File: src/rtl/pipe_ind_serializer_pkg.sv
// Shared types and constants for the indication-message serializer.
package pipe_ind_serializer_pkg;

    typedef enum logic [1:0] {
        ST_IDLE = 2'd0,
        ST_HDR  = 2'd1,
        ST_DATA = 2'd2
    } state_e;

    localparam int NBEATS     = 4;
    localparam int CNT_W      = 2;
    localparam int HDR_NB_OFF = 16;
    localparam int HDR_SEQ_OFF = 24;

endpackage

File: src/rtl/pipe_ind_serializer_chk.sv
// Simulation-only protocol checks for pipe_ind_serializer (enqueue legality, stall stability).
module pipe_ind_serializer_chk #(
    parameter int OUT_WIDTH = 32
) (
    input logic                 clk,
    input logic                 rst_n,
    input logic                 enq_ena,
    input logic                 enq_rdy,
    input logic                 out_valid,
    input logic                 out_ready,
    input logic [OUT_WIDTH-1:0] out_data,
    input logic                 out_last
);

    a_enq_legal: assert property (@(posedge clk) disable iff (!rst_n)
        enq_ena |-> enq_rdy)
        else $error("illegal enqueue while not ready");

    a_stall_hold: assert property (@(posedge clk) disable iff (!rst_n)
        (out_valid && !out_ready) |=> (out_valid && $stable(out_data) && $stable(out_last)))
        else $error("output changed during stall");

endmodule

File: src/rtl/pipe_ind_serializer.sv
// Serializes a header+payload indication message into 32-bit words with valid/ready/last.
// Optional macro PIPE_IND_SERIALIZER_SEQ_EN adds an 8-bit sequence number to the header word.
module pipe_ind_serializer
    import pipe_ind_serializer_pkg::*;
#(
    parameter int HDR_WIDTH  = 16,
    parameter int DATA_WIDTH = NBEATS * 32,
    parameter int OUT_WIDTH  = 32
) (
    input  logic                            CLK,
    input  logic                            nRST,
    input  logic                            in_enq__ENA,
    input  logic [HDR_WIDTH+DATA_WIDTH-1:0] in_enq_v,
    output logic                            in_enq__RDY,
    output logic                            out_valid,
    output logic [OUT_WIDTH-1:0]            out_data,
    output logic                            out_last,
    input  logic                            out_ready,
    output logic                            busy
);

    localparam int NBEATS_L = DATA_WIDTH / OUT_WIDTH;
    localparam int CNT_W_L  = (NBEATS_L > 1) ? $clog2(NBEATS_L) : 1;
    localparam logic [CNT_W_L-1:0] LAST_BEAT = CNT_W_L'(NBEATS_L - 1);
    localparam logic [15:0] NBEATS_W = 16'(NBEATS_L);

    state_e                  state_r;
    logic [CNT_W_L-1:0]      cnt_r;
    logic [CNT_W_L-1:0]      cnt_nxt_s;
    logic [DATA_WIDTH-1:0]   buf_r;
    logic [OUT_WIDTH-1:0]    hdr_word_s;
    logic [OUT_WIDTH-1:0]    beat_word_s;
    logic                    last_beat_s;
    logic                    hs_s;
    logic                    acc_s;
`ifdef PIPE_IND_SERIALIZER_SEQ_EN
    logic [7:0]              seq_r;
    logic [7:0]              seq_hdr_s;
`endif

    assign last_beat_s = (state_r == ST_DATA) && (cnt_r == LAST_BEAT);
    assign hs_s        = out_valid && out_ready;
    assign acc_s       = in_enq__ENA && in_enq__RDY;
    assign cnt_nxt_s   = cnt_r + {{(CNT_W_L-1){1'b0}}, 1'b1};
    assign busy        = (state_r != ST_IDLE);

    // Ready: free when idle, or when the last beat is leaving this very cycle.
    always_comb begin
        in_enq__RDY = 1'b0;
        case (state_r)
            ST_IDLE: in_enq__RDY = 1'b1;
            ST_DATA: in_enq__RDY = last_beat_s && out_ready;
            default: in_enq__RDY = 1'b0;
        endcase
    end

    // Header word and next data beat selection.
    always_comb begin
        hdr_word_s = '0;
        hdr_word_s[HDR_WIDTH-1:0] = in_enq_v[HDR_WIDTH+DATA_WIDTH-1 -: HDR_WIDTH];
`ifdef PIPE_IND_SERIALIZER_SEQ_EN
        // A message accepted during DATA starts after the current one completes, so it gets the next number.
        seq_hdr_s = (state_r == ST_DATA) ? (seq_r + 8'd1) : seq_r;
        hdr_word_s[HDR_NB_OFF +: 8]  = NBEATS_W[7:0];
        hdr_word_s[HDR_SEQ_OFF +: 8] = seq_hdr_s;
`else
        hdr_word_s[HDR_NB_OFF +: 16] = NBEATS_W;
`endif
        beat_word_s = buf_r[int'(cnt_nxt_s) * OUT_WIDTH +: OUT_WIDTH];
    end

    // FSM, beat counter, message buffer and registered output word.
    always_ff @(posedge CLK or negedge nRST) begin
        if (!nRST) begin
            state_r   <= ST_IDLE;
            cnt_r     <= '0;
            buf_r     <= '0;
            out_valid <= 1'b0;
            out_data  <= '0;
            out_last  <= 1'b0;
`ifdef PIPE_IND_SERIALIZER_SEQ_EN
            seq_r     <= 8'd0;
`endif
        end else begin
            case (state_r)
                ST_IDLE: begin
                end
                ST_HDR: begin
                    if (hs_s) begin
                        state_r  <= ST_DATA;
                        cnt_r    <= '0;
                        out_data <= buf_r[OUT_WIDTH-1:0];
                        out_last <= (NBEATS_L == 1);
                    end
                end
                ST_DATA: begin
                    if (hs_s) begin
                        if (cnt_r == LAST_BEAT) begin
`ifdef PIPE_IND_SERIALIZER_SEQ_EN
                            seq_r <= seq_r + 8'd1;
`endif
                            state_r   <= ST_IDLE;
                            out_valid <= 1'b0;
                            out_data  <= '0;
                            out_last  <= 1'b0;
                        end else begin
                            cnt_r    <= cnt_nxt_s;
                            out_data <= beat_word_s;
                            out_last <= (cnt_nxt_s == LAST_BEAT);
                        end
                    end
                end
                default: begin
                    state_r   <= ST_IDLE;
                    out_valid <= 1'b0;
                    out_data  <= '0;
                    out_last  <= 1'b0;
                end
            endcase
            // Acceptance overrides the IDLE fallback above, giving back-to-back headers with no bubble.
            if (acc_s) begin
                state_r   <= ST_HDR;
                cnt_r     <= '0;
                buf_r     <= in_enq_v[DATA_WIDTH-1:0];
                out_valid <= 1'b1;
                out_data  <= hdr_word_s;
                out_last  <= 1'b0;
            end
        end
    end

`ifndef SYNTHESIS
    pipe_ind_serializer_chk #(.OUT_WIDTH(OUT_WIDTH)) u_chk (
        .clk       (CLK),
        .rst_n     (nRST),
        .enq_ena   (in_enq__ENA),
        .enq_rdy   (in_enq__RDY),
        .out_valid (out_valid),
        .out_ready (out_ready),
        .out_data  (out_data),
        .out_last  (out_last)
    );
`endif

endmodule
File: config.mk
export PLATFORM = sky130hd
export DESIGN_NAME = pipe_ind_serializer
export DESIGN_NICKNAME = d
export VERILOG_FILES = /design/src/rtl/pipe_ind_serializer_pkg.sv /design/src/rtl/pipe_ind_serializer_chk.sv /design/src/rtl/pipe_ind_serializer.sv
export SDC_FILE = /design/constraint.sdc
export NUM_CORES = 1
export LEC_CHECK = 0
export CAP_MARGIN = 30
export CORE_AREA = 4 4 140 142
export DETAILED_ROUTE_END_ITERATION = 7
export DIE_AREA = 0 0 144 146
export PLACE_DENSITY = 0.77
export SETUP_SLACK_MARGIN = 0.15
export SLEW_MARGIN = 5
export SYNTH_ARGS = -nofsm -noshare
export SYNTH_HDL_FRONTEND = slang
export SYNTH_HIERARCHICAL = 1
export SYNTH_SLANG_ARGS = --single-unit
File: constraint.sdc
create_clock -name CLK -period 2.3 [get_ports CLK]
set_input_delay 0.46 -clock CLK [delete_from_list [all_inputs] [get_ports CLK]]
set_output_delay 0.46 -clock CLK [all_outputs]
set_load 0.005 [all_outputs]
==> results_dict.tcl <==
set metrics [dict create \
    whs_path_depth 2 \
    fmax_mhz 482 \
    hold_viol_final 0 \
    whs_ns 0.470 \
    hp-class "register to register" \
    clock_path_buffers 2 \
    die_x_um 144 \
    diodes 0 \
    syn_nets 933 \
    grt_start_max_net_pins 77 \
    grt_use_total_pct 19.5 \
    syn-instance-count 779 \
    syn_area_mm2 0.00727 \
    p_per_area_mw_per_mm2 1300 \
    synth_compound_area_share_pct 9.82 \
    final_core_util_pct 54.7 \
    path_class "register to primary output" \
    synthSimpleGateAreaFrac_pct 22.4 \
    worst_pin_slew_ns 0.518 \
    ys_ff_latch 166 \
    synth_edf_count 0 \
    slew_violations 0 \
    port_buffers 183 \
    syn_area_per_cell_um2 9.33 \
    root_buffer "clkbuf_16" \
    r2r_slack_ns 0.25 \
    worstHoldEndpoint "buf_r[97]" \
    areaGrowthSynthToFinish_pct 38.9 \
    ys_top_cells_by_count "410 x nand2_1, 166 x dfrtp_1, 34 x buf_2, 34 x mux2_2, 32 x a222oi_1" \
    r2r_start "cnt_r[0]" \
    synth_cell_type_count 31 \
    p_leak_nw 4.81 \
    synth_most_common_cell "nand2_1" \
    period_share_pct 90.1 \
    rows 50 \
    cp_cell_sequence "ha_2 -> buf_6 -> a31o_4 -> clkdlybuf4s15_1" \
    fin_tns_setup_ns 0 \
    gp_congestion 0.791 \
    async_reset_ff_share_pct 100 \
    worst_path_largest_cell_delay_ns 0.41 \
    fin_ws_ns 0.227 \
    grt_pass1_vias 6311 \
    synth_mux_area_share_pct 5.27 \
    setup_viol_count_final 0 \
    max_slew_margin_pct 65.5 \
    power_mw 13.1 \
    cts.sinks 166 \
    synth_ff_type "dfrtp_1" \
    yosysSeqAreaShare_pct 57.2 \
    core_mm2 0.0185 \
    outcome "finished clean" \
    cts_buffers 17 \
    synth_top_cell_by_area "dfrtp_1" \
    start_util_pct 39.4 \
    slowest_stage "dfrtp_1" \
    hold_path.startpoint "buf_r[97]" \
    worstPathArrival_ns 1.61 \
    period_needed_ns 2.07 \
    vdd_ir_drop_max_mv 0.672 \
    r2r-end "out_data[1]" \
    drive_above_1_share_pct 11.4 \
    crit_family "flip-flops" \
    skew_ns 0.0109 \
    drt-vias-per-instance 5.06 \
    dpl_worst_slack_ns 0.0123 \
    ys_top_cells_by_area "dfrtp_1 57%, nand2_1 21%, mux2_2 5.3%" \
    yosysWarningCount 6 \
    reg2reg_depth 7 \
    ant_nets 0 \
    antenna_found_initial 0 \
    startpoint_type "register" \
    cp_max_fo 5 \
    wl_um 20100 \
    synth_xor_area_share_pct 0 \
    drt_iter0_drc 419 \
    ios 184 \
    maxCapViolations 0 \
    synthAdderAreaFrac_pct 1.03 \
    wl_per_cell_um 16.7 \
    path_clk_slew_ns 0.06 \
    synth_top_family_by_area "simple AND/OR/NAND/NOR gates" \
    clk-insertion-delay-late_ns 0.42 \
    final_nets 1116 \
    drt_pass1_iterations 5 \
    grt_pass1_wl_um 32500 \
    crit_path_end_kind "primary output" \
    rsz0062_at_grt "yes" \
    hpwl_um 13400 \
    critPathRequiredTime_ns 1.84 \
    num_vias 6098 \
    die_area_mm2 0.0210 \
    die_y_um 146 \
    htreeDepth 4 \
    drc_errors 0 \
    gr-total-overflow 0 \
    synth_top_area_share_pct 57.2 \
    cp_num_buf_inv 2 \
    cts_tree "done" \
]
where the power goes:
group | leakage, nW | switching (mW) | internal (mW)
Clock | 0.271 | 1.12 | 1.64
Combinational | 2.44 | 2.83 | 2.52
Sequential | 2.09 | 0.728 | 4.25
metal layers:
layer	wire, um	vias to the layer above	part of all wire, %	global-route usage, %
met5	0	-	0	0
met4	291	0	1.4	5.56
met2	9800	194	49	31.9
li1	-	2942	-	-
met3	1240	22	6.2	4.83
met1	8790	2940	44	25.8
sequential cells by signal (all words and copies together) (netlist names):
signal,count
out_last,1
state_r,2
cnt_r,2
out_valid,1
buf_r,128
out_data,32
timing repair:
item | 4_1_cts | 5_1_grt
pin swaps | 1 | 2
buffers inserted | 5 | 4
hold buffers | 1 | 0
setup endpoints to repair | 24 | 8
endpoints found under the hold margin | 33 | 0
gates resized for setup | 5 | 6
worst max path at each step:
| stage | end | cells past startpoint | startpoint |
|---|---|---|---|
| finish | in_enq__RDY | 4 | cnt_r[0] |
| global route | busy | 4 | state_r[1] |
| CTS | in_enq__RDY | 4 | cnt_r[0] |
| detailed placement | out_data[28] | 6 | cnt_r[0] |
| global placement | out_data[24] | 6 | cnt_r[0] |
| floorplan | out_data[10] | 7 | cnt_r[0] |
tightest hold or removal path, stage by stage (launching register included):
cell and delay, ns:
dfrtp_1 0.34, nand2_1 0.05, nand2_1 0.05
cell type report:
cell class	instances	area (um^2)
Sequential cell	166	4150
Clock buffer	21	460
Clock inverter	8	103
Timing Repair Buffer	215	2220
Fill cell	1577	8360
Inverter	5	18.8
Multi-Input combinational cell	557	2850
Tap cell	234	293
through the flow:
| stage | area, um^2 | std cells |
|---|---|---|
| after floorplan | 7270 | 779 |
| after global placement | 9420 | 1167 |
| after detailed placement | 9420 | 1167 |
| after CTS | 10000 | 1202 |
| after global routing | 10100 | 1206 |
| final | 10100 | 1206 |
cells by family (layout without fill, tap and decap cells):
family,count (synthesis),after routing
simple gates,423,423
flops,166,166
compound gates,94,94
buf+inv,56,249
mux,34,34
fa+ha+maj,6,6
cells in the final DEF, fill, tap and decap left out, types with 2 or more instances in the layout:
master | Yosys | layout
dfrtp_1 | 166 | 166
clkinv_4 | 0 | 2
o21ai_1 | 30 | 30
clkinvlp_4 | 0 | 2
mux2_2 | 34 | 34
nand2_1 | 410 | 409
buf_6 | 5 | 2
clkdlybuf4s50_1 | 0 | 181
clkbuf_16 | 0 | 17
nand2b_1 | 2 | 2
inv_2 | 2 | 5
a21oi_1 | 3 | 3
nor2_1 | 2 | 2
ha_2 | 0 | 3
buf_12 | 0 | 11
clkinv_2 | 0 | 2
a222oi_1 | 32 | 32
clkbuf_8 | 0 | 2
bufinv_16 | 0 | 2
o21ai_0 | 5 | 5
a22oi_1 | 16 | 16
nand3_1 | 3 | 2
clkbuf_1 | 6 | 2
buf_4 | 6 | 19
ha_1 | 6 | 2
Note: power is estimated with default switching activity, not from simulation.
==> RTL edit: new RTL, same flow settings <==
Make the reset (`nRST`) synchronous in one clocked block.
--- a/src/rtl/pipe_ind_serializer.sv
+++ b/src/rtl/pipe_ind_serializer.sv
@@ -70,7 +70,7 @@
     end
 
     // FSM, beat counter, message buffer and registered output word.
-    always_ff @(posedge CLK or negedge nRST) begin
+    always_ff @(posedge CLK) begin
         if (!nRST) begin
             state_r   <= ST_IDLE;
             cnt_r     <= '0;
Formal check against the unedited RTL: differs if nRST is asserted again (counterexample within 4 cycles, from zero or initial values and one cycle with nRST low); with nRST held inactive, the same outputs for 4 cycles.
==> RTL edit against the original RTL <==
  * Register-to-register slack gained 40 ps
  * Critical path depth is 2 higher
  * Count of clock-buffer cells in the layout down 2
  * Routed wire length down 0.29%
  * Final area shrank 4.4%
  * Final cell count grew 1.6%
  * Area after synthesis fell by 3.9%
  * Sequential share of layout area down 6.7 points
  * Hold slack got worse by 19 ps
  * Sequential cell count did not move
  * Setup slack improved by 67 ps
  * Critical endpoint is now out_data[20]
  * Largest cell class unchanged
Power is not compared: it rests on default switching activity, and its combinational part moved more than twofold at a synthesized area within 25%.
==> RTL edit: results (changes against the original RTL) <==
* Status: completed (unchanged)
* Hpwl dp at 13300 um (was 13400 um)
* Vias in the first global route at 6239 (was 6311)
* NumNets Final at 1129 (was 1116)
* Minimum hold slack at 451 ps (was 470 ps)
* Synth cell types at 39 (was 31)
* Post-synthesis async set-or-reset flop share at 0% (was 100%)
* Vias at 6329 (was 6098)
* Worst r2r src: cnt_r[0] (unchanged)
* Gp weighted congestion at 0.819 (was 0.791)
* Worst hold endpoint: buf_r[126] (was buf_r[97])
* Post-Syn Nets at 970 (was 933)
* Top cells by area, synth: dfxtp_1 48%, nand2_1 14%, a21oi_1 9.6%, mux4_2 4.8%, a22oi_1 3.4% (was dfrtp_1 57%, nand2_1 21%, mux2_2 5.3%, a222oi_1 4.4%, buf_2 2.3%)
* Filler cell count at 1704 (was 1577)
* Clock skew at 9.59 ps (was 10.9 ps)
* Slowest stage cell, crit path: mux4_2 (was dfrtp_1)
* Post-synth top cells: 262 x nand2_1, 166 x dfxtp_1, 134 x a21oi_1 (was 410 x nand2_1, 166 x dfrtp_1, 34 x buf_2, 34 x mux2_2, 32 x a222oi_1)
* Mapped Cells at 817 (was 779)
* Crit path DAT at 2310 ps (was 1610 ps)
* Reg2reg setup slack at 290 ps (was 250 ps)
* DRT Wirelength at 20100 um (about the same)
* Sequential share of the synthesized area at 47.6% (was 57.2%)
* Initial antenna violation count at 2 (was 0)
* Setup WS pre-CTS at 44.6 ps (was 12.3 ps)
* Largest net degree at the start of global routing at 130 (was 77)
* Worst reg2reg path depth at 6 (was 7)
* Primary FF master, synth: dfxtp_1 (was dfrtp_1)
## RTL edit: worst max-delay path by stage
stage                         to  startpoint  cells after the start  slack, ps
finish              out_data[20]    cnt_r[0]                      6        290
global placement    out_data[12]   out_ready                      5        140
global route        out_data[20]    cnt_r[0]                      6        180
detailed placement  out_data[12]   out_ready                      5         40
CTS                  in_enq__RDY  state_r[0]                      4        120
floorplan           out_data[29]    cnt_r[0]                      9        150
## RTL edit: worst min-delay path: cells and delay by family (launching register included)
| family | cells | cell delay, ps |
|---|---|---|
| AO/OA/AOI/OAI | 1 | 50 |
| AND/OR/NAND/NOR | 1 | 50 |
| flip-flops | 1 | 310 |
## RTL edit: layer usage
metal | share of wire (%) | track usage, % | vias up
met1 | 46 | 25.2 | 3010
met3 | 4.4 | 3.52 | 19
met5 | 0 | 0 | -
met4 | 1.2 | 6.07 | 0
met2 | 49 | 30.8 | 165
li1 | - | - | 3135
## RTL edit: stage by stage
| step | area (um^2) | power [mW] |
|---|---|---|
| after floorplan | 7010 | 4.04 |
| after global placement | 8970 | 4.57 |
| after detailed placement | 8970 | 4.60 |
| after CTS | 9580 | 7.34 |
| after global routing | 9650 | 7.64 |
| final | 9650 | 7.28 |
## RTL edit: what timing repair did
action                                  CTS  global route
resized for setup                        11             5
pin swaps                                 1             2
hold buffers                              0             0
endpoints found under the setup margin    2            14
gates cloned                              0             1
setup buffers                             1             2
## RTL edit: cell families (layout without fill, tap and decap cells)
kind of cell	count (synthesis)	in the layout	synth area share, %
compound gates	227	227	19.4
fa+ha+maj	5	5	0.896
buf+inv	74	246	6.43
flops	166	166	47.6
mux	32	32	7.27
other cells	0	2	0
simple gates	313	313	18.4
## RTL edit: area by class of cell
class / count / area [um^2] / area share [%]
diodes: 2 / 5.00 / 0.0519
clock buffers: 19 / 443 / 4.59
clock inverters: 13 / 121 / 1.26
inverters: 6 / 25.0 / 0.259
multi-input cells: 577 / 3280 / 34.0
flip-flops and latches: 166 / 3330 / 34.5
well taps: 234 / 293 / 3.03
repair buffers: 208 / 2150 / 22.3
## RTL edit: power by group
group          internal, mW  switching, mW
Clock                  1.53           1.18
Sequential             3.11          0.127
Combinational         0.648          0.681
